===== config.mk =====
export PLATFORM = sky130hd
export DESIGN_NAME = instr_fetch_unit
export DESIGN_NICKNAME = d
export VERILOG_FILES = /design/src/rtl/instr_fetch_unit.sv
export SDC_FILE = /design/constraint.sdc
export NUM_CORES = 1
export LEC_CHECK = 0
export CORE_MARGIN = 2
export CORE_UTILIZATION = 45
export CTS_CLUSTER_DIAMETER = 150
export CTS_CLUSTER_SIZE = 16
export DETAILED_ROUTE_END_ITERATION = 7
export HOLD_SLACK_MARGIN = 0.08
export PLACE_DENSITY = 0.85
export SLEW_MARGIN = 10
export SYNTH_ARGS = -nofsm -noshare
export SYNTH_HDL_FRONTEND = slang
export SYNTH_SLANG_ARGS = --single-unit

===== constraint.sdc =====
create_clock -name clk -period 3 [get_ports clk]
set_clock_uncertainty 0.05 [all_clocks]
set_input_delay 0.9 -clock clk [delete_from_list [all_inputs] [get_ports clk]]
set_output_delay 0.9 -clock clk [all_outputs]
set_load 0.05 [all_outputs]

===== src/rtl/instr_fetch_unit.sv =====
// rtl/instr_fetch_unit.sv - single-outstanding instruction fetch unit with redirect
//
// Fetches one instruction word at a time from instruction memory over a
// req/gnt + rvalid handshake, holds it for the control unit until consumed,
// then fetches either the sequential successor or a redirect target.
//
// Optional feature macro: IFU_MISALIGN_TRAP_EN
//   defined   : a redirect whose target has bits [1:0] != 0 raises the sticky
//               misalign_err flag and parks the unit in HALT until reset.
//   undefined : target bits [1:0] are dropped and misalign_err is tied low.
//
// Ports
//   clk, rst_n            clock, asynchronous active-low reset
//   imem_req/imem_addr    fetch request and byte address to memory
//   imem_gnt              memory accepted the request this cycle
//   imem_rvalid/rdata     fetched word returned by memory
//   IMEMout               registered instruction word to the control unit
//   instr_valid           IMEMout/pc_out hold a live instruction
//   instr_ready           downstream consumes the instruction this cycle
//   PCSel/alu_result      redirect select and target, sampled on consume
//   pc_out/pc_plus4       address of IMEMout and its +4 link value
//   instr_count           number of consumed instructions (wraps)
//   misalign_err          sticky redirect misalignment flag
module instr_fetch_unit #(
    parameter logic [31:0] RESET_PC = 32'h0000_0000
) (
    input  logic        clk,
    input  logic        rst_n,
    output logic        imem_req,
    output logic [31:0] imem_addr,
    input  logic        imem_gnt,
    input  logic        imem_rvalid,
    input  logic [31:0] imem_rdata,
    output logic [31:0] IMEMout,
    output logic        instr_valid,
    input  logic        instr_ready,
    input  logic        PCSel,
    input  logic [31:0] alu_result,
    output logic [31:0] pc_out,
    output logic [31:0] pc_plus4,
    output logic [31:0] instr_count,
    output logic        misalign_err
);

    localparam logic [2:0] ST_RST  = 3'd0;
    localparam logic [2:0] ST_REQ  = 3'd1;
    localparam logic [2:0] ST_WAIT = 3'd2;
    localparam logic [2:0] ST_HOLD = 3'd3;
    localparam logic [2:0] ST_HALT = 3'd4;

    localparam logic [31:0] NOP_INSTR = 32'h0000_0013;

    logic [2:0]  state;
    logic [31:0] fetch_pc;
    logic [31:0] next_pc;
    logic        take_trap;

    // Redirect targets are always word aligned; the low bits only matter
    // for the optional trap.
    assign next_pc = PCSel ? {alu_result[31:2], 2'b00} : pc_out + 32'd4;

`ifdef IFU_MISALIGN_TRAP_EN
    logic trap_q;

    assign take_trap    = PCSel & (|alu_result[1:0]);
    assign misalign_err = trap_q;

    always_ff @(posedge clk or negedge rst_n) begin
        if (!rst_n) begin
            trap_q <= 1'b0;
        end else if (state == ST_HOLD && instr_ready && take_trap) begin
            trap_q <= 1'b1;
        end
    end
`else
    logic unused_low_bits;

    assign take_trap       = 1'b0;
    assign misalign_err    = 1'b0;
    assign unused_low_bits = &{1'b0, alu_result[1:0]};
`endif

    // The request is a pure function of state so reset drops it at once.
    assign imem_req  = (state == ST_REQ);
    assign imem_addr = imem_req ? fetch_pc : 32'h0000_0000;
    assign pc_plus4  = pc_out + 32'd4;

    always_ff @(posedge clk or negedge rst_n) begin
        if (!rst_n) begin
            state       <= ST_RST;
            fetch_pc    <= RESET_PC;
            IMEMout     <= NOP_INSTR;
            pc_out      <= RESET_PC;
            instr_valid <= 1'b0;
            instr_count <= 32'h0000_0000;
        end else begin
            case (state)
                ST_RST: begin
                    state <= ST_REQ;
                end
                ST_REQ: begin
                    // An rvalid seen here (even together with gnt) belongs to
                    // some earlier, abandoned fetch and is dropped.
                    if (imem_gnt) begin
                        state <= ST_WAIT;
                    end
                end
                ST_WAIT: begin
                    if (imem_rvalid) begin
                        IMEMout     <= imem_rdata;
                        pc_out      <= fetch_pc;
                        instr_valid <= 1'b1;
                        state       <= ST_HOLD;
                    end
                end
                ST_HOLD: begin
                    if (instr_ready) begin
                        instr_valid <= 1'b0;
                        instr_count <= instr_count + 32'd1;
                        if (take_trap) begin
                            state <= ST_HALT;
                        end else begin
                            fetch_pc <= next_pc;
                            state    <= ST_REQ;
                        end
                    end
                end
                ST_HALT: begin
                    state <= ST_HALT;
                end
                default: begin
                    state <= ST_RST;
                end
            endcase
        end
    end

endmodule


# Yosys cells after proc, flatten, opt, wreduce, memory -nomap -nowiden
# Cells that the tools add are included.
# W data, S select, Z words.
op_classes:
  n_reduce_logical: 6
  n_addsub: 2
  eq_ne: 7
  n_mux: 9
op_table:
  columns: ["cell", "n"]
  rows:
  - ["$mux W32", 2]
  - ["$add A32 B1 Y32 const B", 1]
  - ["$add A32 B3 Y32 const B", 1]
  - ["$pmux W3 S5", 1]
  - ["$mux W3", 3]
  - ["$eq A3 B2 Y1 const B", 2]
  - ["$reduce_and A3 Y1", 2]
  - ["$ne A2 B2 Y1 const B", 2]
  - ["$reduce_and A2 Y1", 2]
  - ["$eq A3 B1 Y1 const B", 1]
  - ["$eq A3 B3 Y1 const B", 1]
  - ["$logic_not A3 Y1", 1]
  - ["$mux W1", 2]
  - ["$ne A2 B1 Y1 const B", 1]
  - ["$pmux W1 S2", 1]
  - ["$reduce_bool A2 Y1", 1]
totals:
  register_bits: 132
  inputBits: 70
  wordCells: 30

# Logic depth before layout (Yosys ltp)
# Gate-level depths: netlist (run 1).
logic_depth:
  depth_word: 3
  mapped_depth: 7
  mapped_depth_nobuf: 6

# Worst setup path after synthesis (run 1)
# OpenSTA, ideal clock, no wires.
synth_path:
  path_kind: "register -> output"
  startpoint: "register pc_out[2]"
  endpoint: "output pc_plus4[26]"
  t_arrival_ns: 2.588
  slack_ns: -0.538
  n_path_buf: 0
  stages_incl_launch_ff: 6
  required_ns: 2.050
  cell_sequence: "dfrtp_1 ha_1 and4_1 nor3b_2 nand4b_1 xnor2_1"
synth_via:
  elab_chain_len: 1
synth_lines:
  columns: ["item", "line", "source"]
  rows:
  - ["from (decl)", "39", "output logic [31:0] pc_out,"]
  - ["from (signal assigned)", "111", "pc_out <= fetch_pc;"]
  - ["$add A32 B3 Y32", "86", "assign pc_plus4 = pc_out + 32'd4;"]
  - ["to (decl)", "40", "output logic [31:0] pc_plus4,"]
# No other way between the ends.

# Worst setup path after layout (run 1)
# Ends and elaborated chain as after synthesis.

==> results of run 1 <==
-- synthesized netlist by cell type (2+ instances only) --
cell type,number,area share [%]
sky130_fd_sc_hd__and4_1,3,0.42
sky130_fd_sc_hd__nand4_1,14,1.4
sky130_fd_sc_hd__nor2_1,15,0.90
sky130_fd_sc_hd__or2_2,2,0.20
sky130_fd_sc_hd__a21boi_0,2,0.24
sky130_fd_sc_hd__and3b_1,2,0.28
sky130_fd_sc_hd__nand3_1,27,2.2
sky130_fd_sc_hd__o31ai_1,2,0.24
sky130_fd_sc_hd__inv_1,7,0.42
sky130_fd_sc_hd__nand2_1,49,2.9
sky130_fd_sc_hd__a221o_1,16,2.6
sky130_fd_sc_hd__buf_4,6,0.72
sky130_fd_sc_hd__mux2i_1,9,1.4
sky130_fd_sc_hd__a21o_1,2,0.24
sky130_fd_sc_hd__and2_1,37,3.7
sky130_fd_sc_hd__and3_1,25,2.5
sky130_fd_sc_hd__dfrtp_1,129,52
sky130_fd_sc_hd__nand3b_1,2,0.24
sky130_fd_sc_hd__nor4_1,4,0.40
sky130_fd_sc_hd__a21oi_1,4,0.32
sky130_fd_sc_hd__o21ai_0,12,0.96
sky130_fd_sc_hd__clkbuf_1,14,0.84
sky130_fd_sc_hd__buf_2,11,0.88
sky130_fd_sc_hd__xor2_1,20,2.8
sky130_fd_sc_hd__mux2_2,62,11
sky130_fd_sc_hd__nor3_1,10,0.80
sky130_fd_sc_hd__dfstp_2,3,1.3
sky130_fd_sc_hd__xnor2_1,37,5.2
sky130_fd_sc_hd__nand2b_1,3,0.30
sky130_fd_sc_hd__ha_1,2,0.40
-- power by group through the flow --
stage          clock [mW]  sequential, mW  combinational [mW]
6_report             1.97            3.02                7.19
4_1_cts              1.98            2.97                7.04
3_5_place_dp            0            3.05                6.78
5_1_grt              2.08            3.10                7.42
2_1_floorplan           0            4.38                2.57
3_3_place_gp            0            2.99                6.69
-- routing by layer --
layer | wire, um | track usage [%]
met1 | 7820 | 32.3
met2 | 11300 | 49.4
met3 | 1270 | 6.51
met4 | 816 | 12.8
met5 | 0 | 0
-- critical path, delay by kind of cell (launching register included) --
family / cells / cell delay, ns
simple gates: 3 / 0.66
flops: 1 / 0.38
buf+inv: 2 / 0.33
xor+xnor: 1 / 0.27
fa+ha+maj: 1 / 0.14
-- per-stage QoR --
stage / setup TNS, ns / power, mW / hold WS (ns)
after floorplan: -0.306 / 6.95 / 0.395
after global placement: 0 / 9.68 / 0.408
after detailed placement: 0 / 9.83 / 0.420
after CTS: -0.909 / 12.0 / 0.335
after global routing: -2.94 / 12.6 / 0.331
final: -1.87 / 12.2 / 0.323
-- sequential cells by signal, indices dropped and copies added, names as in the netlist --
signal and count:
pc_out 32, instr_valid 1, instr_count 32, IMEMout 32
state 3, fetch_pc 32
-- timing repair --
item | 4_1_cts | 5_1_grt
hold buffers | 0 | 0
endpoints found under the setup margin | 18 | 32
resized for setup | 20 | 22
pin swaps | 12 | 14
setup buffers | 23 | 12
-- kinds of logic (layout without fill, tap and decap cells) --
| logic type | count (synthesis) | count (layout) | synth area share, % |
|---|---|---|---|
| adders and majority gates | 2 | 2 | 0.399 |
| and+or+nand+nor | 206 | 206 | 18.5 |
| xor gates and xnor gates | 57 | 57 | 7.97 |
| muxes | 71 | 71 | 12.6 |
| DFF | 132 | 132 | 52.8 |
| AOI/OAI and AO/OA | 40 | 40 | 4.83 |
| buffers and inverters | 38 | 322 | 2.86 |
| other | 1 | 1 | 0.0599 |
-- worst paths after layout --
| kind | slack [ns] | from | cells after the start | endpoint |
|---|---|---|---|---|
| setup / recovery | -0.17 | pc_out[2]$_DFFE_PN0P_ | 7 | pc_plus4[26] |
| hold / removal | 0.32 | rst_n | 1 | fetch_pc[26]$_DFFE_PN0P_ |
| setup reg to reg | 0.74 | pc_out[2]$_DFFE_PN0P_ | 10 | fetch_pc[16]$_DFFE_PN0P_ |
| hold reg to reg | 0.43 | instr_count[31]$_DFFE_PN0P_ | 1 | instr_count[31]$_DFFE_PN0P_ |
| max in group asynchronous | 1.86 | rst_n | 2 | pc_out[13]$_DFFE_PN0P_ |
| min in group clk | 0.43 | instr_count[31]$_DFFE_PN0P_ | 1 | instr_count[31]$_DFFE_PN0P_ |
-- cell type report --
type / instances / area [um2] / share of cell area (%)
Inverter: 7 / 26.3 / 0.248
Clock buffer: 17 / 425 / 4.01
Tap cell: 180 / 225 / 2.13
Sequential cell: 132 / 3320 / 31.4
Timing Repair Buffer: 283 / 3290 / 31.0
Clock inverter: 15 / 136 / 1.29
Multi-Input combinational cell: 377 / 3170 / 29.9
==> out/metrics.json, run 1 <==
{
  "critical_path": {
    "timing.critical_path.required_ns": 2.05,
    "cp_slowest_cell": "sky130_fd_sc_hd__dfrtp_2",
    "crit_fanout": 6,
    "critical_path.startpoint_type": "register",
    "cp_data_arrival_time_ns": 2.22,
    "critPathMaxStageDelay_ns": 0.38,
    "worstSetupEndpointType": "output port",
    "crit_type": "register to output port",
    "crit_chain": "ha_4 > and4_4 > nor3b_4 > buf_6 > nand4b_1 > xnor2_4 > buf_12"
  },
  "synthesis": {
    "syn_area_per_cell_um2": 11.5,
    "seq_area_frac_synth_pct": 52.8,
    "post_synthesis_cell_area_um2": 6260,
    "netlist_instances": 547,
    "synth_edf_count": 0,
    "postSynthRegisterBits": 132,
    "number_of_different_library_cells_in_the_post_synthesis_netlist": 46,
    "synth_ff_type": "sky130_fd_sc_hd__dfrtp_1",
    "synth.net_count": 619,
    "synth-async-reset-ratio_pct": 100,
    "yosys_warnings": 0
  },
  "clock_tree": {
    "clkSlewWorstSetupHoldPaths_ns": 0.06,
    "cts-buffers-inserted": 17,
    "cts.root.buffer_cell": "sky130_fd_sc_hd__clkbuf_16",
    "cts-htree-levels": 4,
    "clk-insertion-delay-late_ns": 0.42,
    "cts_tree": "done",
    "clock_sink_count": 132,
    "cts_buffer_depth": 2
  },
  "floorplanning": {
    "total_die_area_um2": 14900,
    "die_x_um": 122,
    "placement_rows": 43,
    "floorplan.die.height_um": 122,
    "top_level_ports": 233,
    "floorplan.core_area_um2": 13700,
    "start_util_pct": 45.7
  },
  "sta": {
    "number_of_max_slew_violations_in_the_final_report": 0,
    "final-hold-violation-count": 0,
    "worst_slew_margin_rel_pct": 59.2,
    "fmax_ghz": 0.315,
    "postLayoutSetupSlackWorst_ns": -0.172,
    "worst-slew-pin-transition_ns": 0.610,
    "grt_setup_unrepaired": "yes",
    "layout_worst_path_cycle_share_pct": 106,
    "finalCriticalPeriod_ns": 3.17,
    "finalSetupViolCount": 18
  },
  "global_routing": {
    "grt_start_max_net_pins": 46,
    "antenna_violations_before_repair": 0,
    "grt-ovfl-total": 0,
    "groute.usage.overall_pct": 28.0,
    "via_count_of_the_first_global_routing_pass": 5873,
    "grt_first_pass_wirelength_um": 31900
  },
  "power": {
    "combinationalPowerShare_pct": 59.0,
    "highest_ir_drop_seen_on_vdd_v": 0.000933,
    "switching_share_pct": 46.9,
    "switching_power_mw": 5.71,
    "power.static_leakage_nw": 4.75,
    "power.density_nw_per_um2": 1150,
    "share_clk_of_total_power_pct": 16.2,
    "cell_internal_pwr_mw": 6.48,
    "power.share.sequential_pct": 24.8
  },
  "routing": {
    "num_vias": 5697,
    "post-route-drc-count": 0,
    "avgViaCountPerCell": 5.64,
    "initialDrtViolationCount": 463,
    "wl_per_cell_um": 20.9,
    "drt-pass1-iter-count": 5,
    "route.antenna.remaining_nets": 0,
    "postRouteWirelength_um": 21200
  },
  "run_status": {
    "outcome": "complete, but fails checks",
    "violations_in_the_final_reports": "setup timing"
  },
  "layout": {
    "layout.cells.non_filler": 1011,
    "post-route-cell-area_um2": 10600,
    "n_fill_cell": 831,
    "utilization_pct": 77.2,
    "drive_above_1_share_pct": 32.1,
    "antenna_cells": 0,
    "nets_final": 890,
    "synthToLayoutAreaGrowth_pct": 69.2,
    "commonest_non_fill_non_tap_cells_in_the_layout": "167 x sky130_fd_sc_hd__clkdlybuf4s50_1, 115 x sky130_fd_sc_hd__dfrtp_1, 62 x sky130_fd_sc_hd__mux2_2",
    "mostFrequentLayoutCell": "sky130_fd_sc_hd__clkdlybuf4s50_1"
  },
  "worst_hold_path": {
    "hold_path_class": "input port to asynchronous set/reset pin"
  },
  "run": {
    "drv.max_cap_violation_count": 0
  },
  "placement": {
    "post-place-ws_ns": 0.109,
    "globalplace.congestion": 0.848,
    "placed_cells": 944,
    "hpwlAfterDp_um": 13400,
    "placedInstanceArea_um2": 9550,
    "port-buffer-count": 229
  }
}
No activity file was read; power rests on OpenSTA's default activity.
==> inputs of run 2 (changes only) <==
- REMOVE_ABC_BUFFERS: not set -> 1
==> run 2 against run 1 <==
  * The flow still finishes with violations (setup timing)
  * Utilization rose by 0.18 points
  * Highest routed layer unchanged
  * Clock power fell by 6%
  * Combinational power rose by 2%
  * Wire length rose by 5.6%
  * Via count rose by 0.51%
  * Largest power group unchanged
  * Cell count rose by 1.2%
  * Design area rose by 0.24%
  * Die area did not move
  * Worst setup slack improved by 0.019 ns
  * Total power barely moved
  * Count of clock-buffer cells in the layout rose by 15
  * Critical path depth did not move
==> out/metrics.json, run 2 (synthesis gave the netlist of run 1 again) <==
{
  "layout": {
    "post-route-cell-area": {"value": 10600, "unit": "um2", "change": "about the same"},
    "antenna_cells": {"value": 0, "change": "unchanged"},
    "drive_above_1_share": {"value": 31.4, "unit": "%", "change": "was 32.1%"},
    "commonest_non_fill_non_tap_cells_in_the_layout": {"value": "166 x sky130_fd_sc_hd__clkdlybuf4s50_1, 123 x sky130_fd_sc_hd__dfrtp_1, 63 x sky130_fd_sc_hd__buf_4", "change": "was 167 x sky130_fd_sc_hd__clkdlybuf4s50_1, 115 x sky130_fd_sc_hd__dfrtp_1, 62 x sky130_fd_sc_hd__mux2_2"},
    "nets_final": {"value": 902, "change": "was 890"},
    "mostFrequentLayoutCell": {"value": "sky130_fd_sc_hd__clkdlybuf4s50_1", "change": "unchanged"},
    "synthToLayoutAreaGrowth": {"value": 69.6, "unit": "%", "change": "was 69.2%"}
  },
  "critical_path": {
    "crit_fanout": {"value": 5, "change": "was 6"},
    "crit_type": {"value": "register to output port", "change": "unchanged"},
    "timing.critical_path.required": {"value": 2.05, "unit": "ns", "change": "about the same"},
    "worstSetupEndpointType": {"value": "output port", "change": "unchanged"},
    "rr_endpoint": {"value": "fetch_pc[31]$_DFFE_PN0P_", "change": "was fetch_pc[16]$_DFFE_PN0P_"},
    "regToRegSetupSlack": {"value": 0.79, "unit": "ns", "change": "was 0.74 ns"},
    "critPathMaxStageDelay": {"value": 0.36, "unit": "ns", "change": "was 0.38 ns"},
    "worstSetupStartpoint": {"value": "pc_out[2]$_DFFE_PN0P_", "change": "unchanged"},
    "critical_path.startpoint_type": {"value": "register", "change": "unchanged"},
    "cp_data_arrival_time": {"value": 2.20, "unit": "ns", "change": "was 2.22 ns"},
    "rr_worst_depth": {"value": 7, "change": "was 10"},
    "worst_setup_path_endpoint": {"value": "pc_plus4[26]", "change": "unchanged"},
    "crit-reg2reg-launch": {"value": "pc_out[25]$_DFFE_PN0P_", "change": "was pc_out[2]$_DFFE_PN0P_"},
    "crit_chain": {"value": "ha_2 > and4_4 > nor3b_4 > buf_6 > nand4b_1 > xnor2_2 > buf_12", "change": "was ha_4 > and4_4 > nor3b_4 > buf_6 > nand4b_1 > xnor2_4 > buf_12"},
    "cp_slowest_cell": {"value": "sky130_fd_sc_hd__dfrtp_1", "change": "was sky130_fd_sc_hd__dfrtp_2"}
  },
  "routing": {
    "post-route-drc-count": {"value": 0, "change": "unchanged"},
    "drt-pass1-iter-count": {"value": 7, "change": "was 5"},
    "wl_per_cell": {"value": 21.8, "unit": "um", "change": "was 20.9 um"},
    "num_vias": {"value": 5726, "change": "was 5697"},
    "initialDrtViolationCount": {"value": 509, "change": "was 463"},
    "avgViaCountPerCell": {"value": 5.60, "change": "was 5.64"},
    "postRouteWirelength": {"value": 22400, "unit": "um", "change": "was 21200 um"},
    "route.antenna.remaining_nets": {"value": 0, "change": "unchanged"}
  },
  "clock_tree": {
    "ctsHoldBuffers": {"value": 0, "change": "unchanged"},
    "cts-buffers-inserted": {"value": 17, "change": "unchanged"},
    "cts_tree": {"value": "done", "change": "unchanged"},
    "clkSlewWorstSetupHoldPaths": {"value": 0.05, "unit": "ns", "change": "was 0.06 ns"},
    "cts-htree-levels": {"value": 4, "change": "unchanged"},
    "cts.root.buffer_cell": {"value": "sky130_fd_sc_hd__clkbuf_16", "change": "unchanged"},
    "cts_buffer_depth": {"value": 2, "change": "unchanged"},
    "clk-insertion-delay-late": {"value": 0.43, "unit": "ns", "change": "was 0.42 ns"},
    "clock_sink_count": {"value": 132, "change": "unchanged"}
  },
  "run_status": {
    "outcome": {"value": "complete, but fails checks", "change": "unchanged"},
    "violations_in_the_final_reports": {"value": "setup timing", "change": "unchanged"}
  },
  "power": {
    "fin_total_pwr": {"value": 12.2, "unit": "mW", "change": "about the same"},
    "power.static_leakage": {"value": 4.81, "unit": "nW", "change": "was 4.75 nW"},
    "power.density": {"value": 1150, "unit": "nW/um2", "change": "about the same"},
    "highest_ir_drop_seen_on_vdd": {"value": 0.000598, "unit": "V", "change": "was 0.000933 V"}
  },
  "placement": {
    "hpwlAfterDp": {"value": 13800, "unit": "um", "change": "was 13400 um"},
    "port-buffer-count": {"value": 229, "change": "unchanged"},
    "post-place-ws": {"value": 0.0454, "unit": "ns", "change": "was 0.109 ns"},
    "placedInstanceArea": {"value": 9430, "unit": "um2", "change": "was 9550 um2"},
    "globalplace.congestion": {"value": 0.854, "change": "was 0.848"}
  },
  "sta": {
    "postLayoutSetupSlackWorst": {"value": -0.153, "unit": "ns", "change": "was -0.172 ns"},
    "fmax": {"value": 0.317, "unit": "GHz", "change": "was 0.315 GHz"},
    "worst_slew_margin_rel": {"value": 55.9, "unit": "%", "change": "was 59.2%"},
    "final-hold-violation-count": {"value": 0, "change": "unchanged"},
    "grt_setup_unrepaired": {"value": "yes", "change": "unchanged"},
    "setup_total_negative_slack": {"value": -1.50, "unit": "ns", "change": "was -1.87 ns"},
    "number_of_max_slew_violations_in_the_final_report": {"value": 0, "change": "unchanged"},
    "whs": {"value": 0.426, "unit": "ns", "change": "was 0.323 ns"},
    "layout_worst_path_cycle_share": {"value": 105, "unit": "%", "change": "was 106%"},
    "finalCriticalPeriod": {"value": 3.15, "unit": "ns", "change": "was 3.17 ns"},
    "finalSetupViolCount": {"value": 14, "change": "was 18"},
    "worst-slew-pin-transition": {"value": 0.662, "unit": "ns", "change": "was 0.610 ns"}
  },
  "floorplanning": {
    "total_die_area": {"value": 14900, "unit": "um2", "change": "unchanged"},
    "placement_rows": {"value": 43, "change": "unchanged"},
    "start_util": {"value": 45.7, "unit": "%", "change": "unchanged"},
    "floorplan.die.height": {"value": 122, "unit": "um", "change": "unchanged"},
    "die_x": {"value": 122, "unit": "um", "change": "unchanged"},
    "floorplan.core_area": {"value": 13700, "unit": "um2", "change": "unchanged"},
    "top_level_ports": {"value": 233, "change": "unchanged"}
  },
  "global_routing": {
    "groute.usage.overall": {"value": 27.2, "unit": "%", "change": "was 28.0%"},
    "grt_start_max_net_pins": {"value": 69, "change": "was 46"},
    "grt-ovfl-total": {"value": 0, "change": "unchanged"},
    "antenna_violations_before_repair": {"value": 0, "change": "unchanged"},
    "grt_first_pass_wirelength": {"value": 30700, "unit": "um", "change": "was 31900 um"},
    "via_count_of_the_first_global_routing_pass": {"value": 5643, "change": "was 5873"}
  },
  "run": {
    "drv.max_cap_violation_count": {"value": 0, "change": "unchanged"}
  },
  "worst_hold_path": {
    "hold_path_class": {"value": "input port to asynchronous set/reset pin", "change": "unchanged"}
  }
}
## run 2: cell types whose count changed in the layout (fill, tap and decap cells not counted), moves of 3 or more
cell,change
sky130_fd_sc_hd__buf_4,+13
sky130_fd_sc_hd__clkbuf_1,+12
sky130_fd_sc_hd__dfrtp_1,+8
sky130_fd_sc_hd__dfrtp_2,-8
sky130_fd_sc_hd__clkinvlp_4,-7
sky130_fd_sc_hd__clkinv_4,-4
sky130_fd_sc_hd__clkbuf_8,+3
## run 2: area by class of cell
class | count | area, um2
Tap cell | 180 | 225
Sequential cell | 132 | 3310
Inverter | 7 | 26.3
Clock buffer | 32 | 512
Multi-Input combinational cell | 377 | 3170
Timing Repair Buffer | 295 | 3370
Fill cell | 781 | 3100
## run 2: worst max-delay path: cells and delay by family (launching register included)
family / cells / cell delay, ns
XOR/XNOR: 1 / 0.27
adder cells (fa/ha/maj): 1 / 0.19
buffers and inverters: 2 / 0.33
flip-flops: 1 / 0.36
AND/OR/NAND/NOR: 3 / 0.64
## run 2: power by group
part / total, mW / internal (mW) / switching (mW)
clock network: 1.86 / 1.12 / 0.741
registers: 3.02 / 2.41 / 0.609
logic: 7.30 / 2.97 / 4.33
total: 12.2 / 6.50 / 5.68
## run 2: how the worst min path moves through the flow
stage                                            from                          end  slack (ns)  cells past startpoint
after floorplan                  state[1]$_DFFE_PN0P_         state[2]$_DFFE_PN0P_        0.40                      1
after global placement           state[1]$_DFFE_PN0P_         state[2]$_DFFE_PN0P_        0.41                      1
after detailed placement  instr_count[31]$_DFFE_PN0P_  instr_count[31]$_DFFE_PN0P_        0.42                      1
after CTS                  instr_count[9]$_DFFE_PN0P_   instr_count[9]$_DFFE_PN0P_        0.44                      1
after global routing       instr_count[7]$_DFFE_PN0P_   instr_count[7]$_DFFE_PN0P_        0.46                      1
final                                           rst_n     fetch_pc[27]$_DFFE_PN0P_        0.43                      1
## run 2: routing by layer
metal	up-vias	track usage [%]	routed length, um
li1	2478	-	-
met1	2857	32.1	8160
met2	323	46.6	11600
met3	68	8.52	1830
met4	0	10.1	783
met5	-	0	0
## run 2: timing repair
action                     CTS  global route
buffers inserted             7            29
gates cloned                 1             0
pin swaps                   10            25
setup endpoints to repair   18            19
gates resized for setup     35            42
## run 2: metrics by stage
stage / instances / utilization, %
6_report: 1023 / 77.4
5_1_grt: 1023 / 77.4
4_1_cts: 995 / 74.2
3_5_place_dp: 956 / 68.7
3_3_place_gp: 956 / 68.7
2_1_floorplan: 516 / -
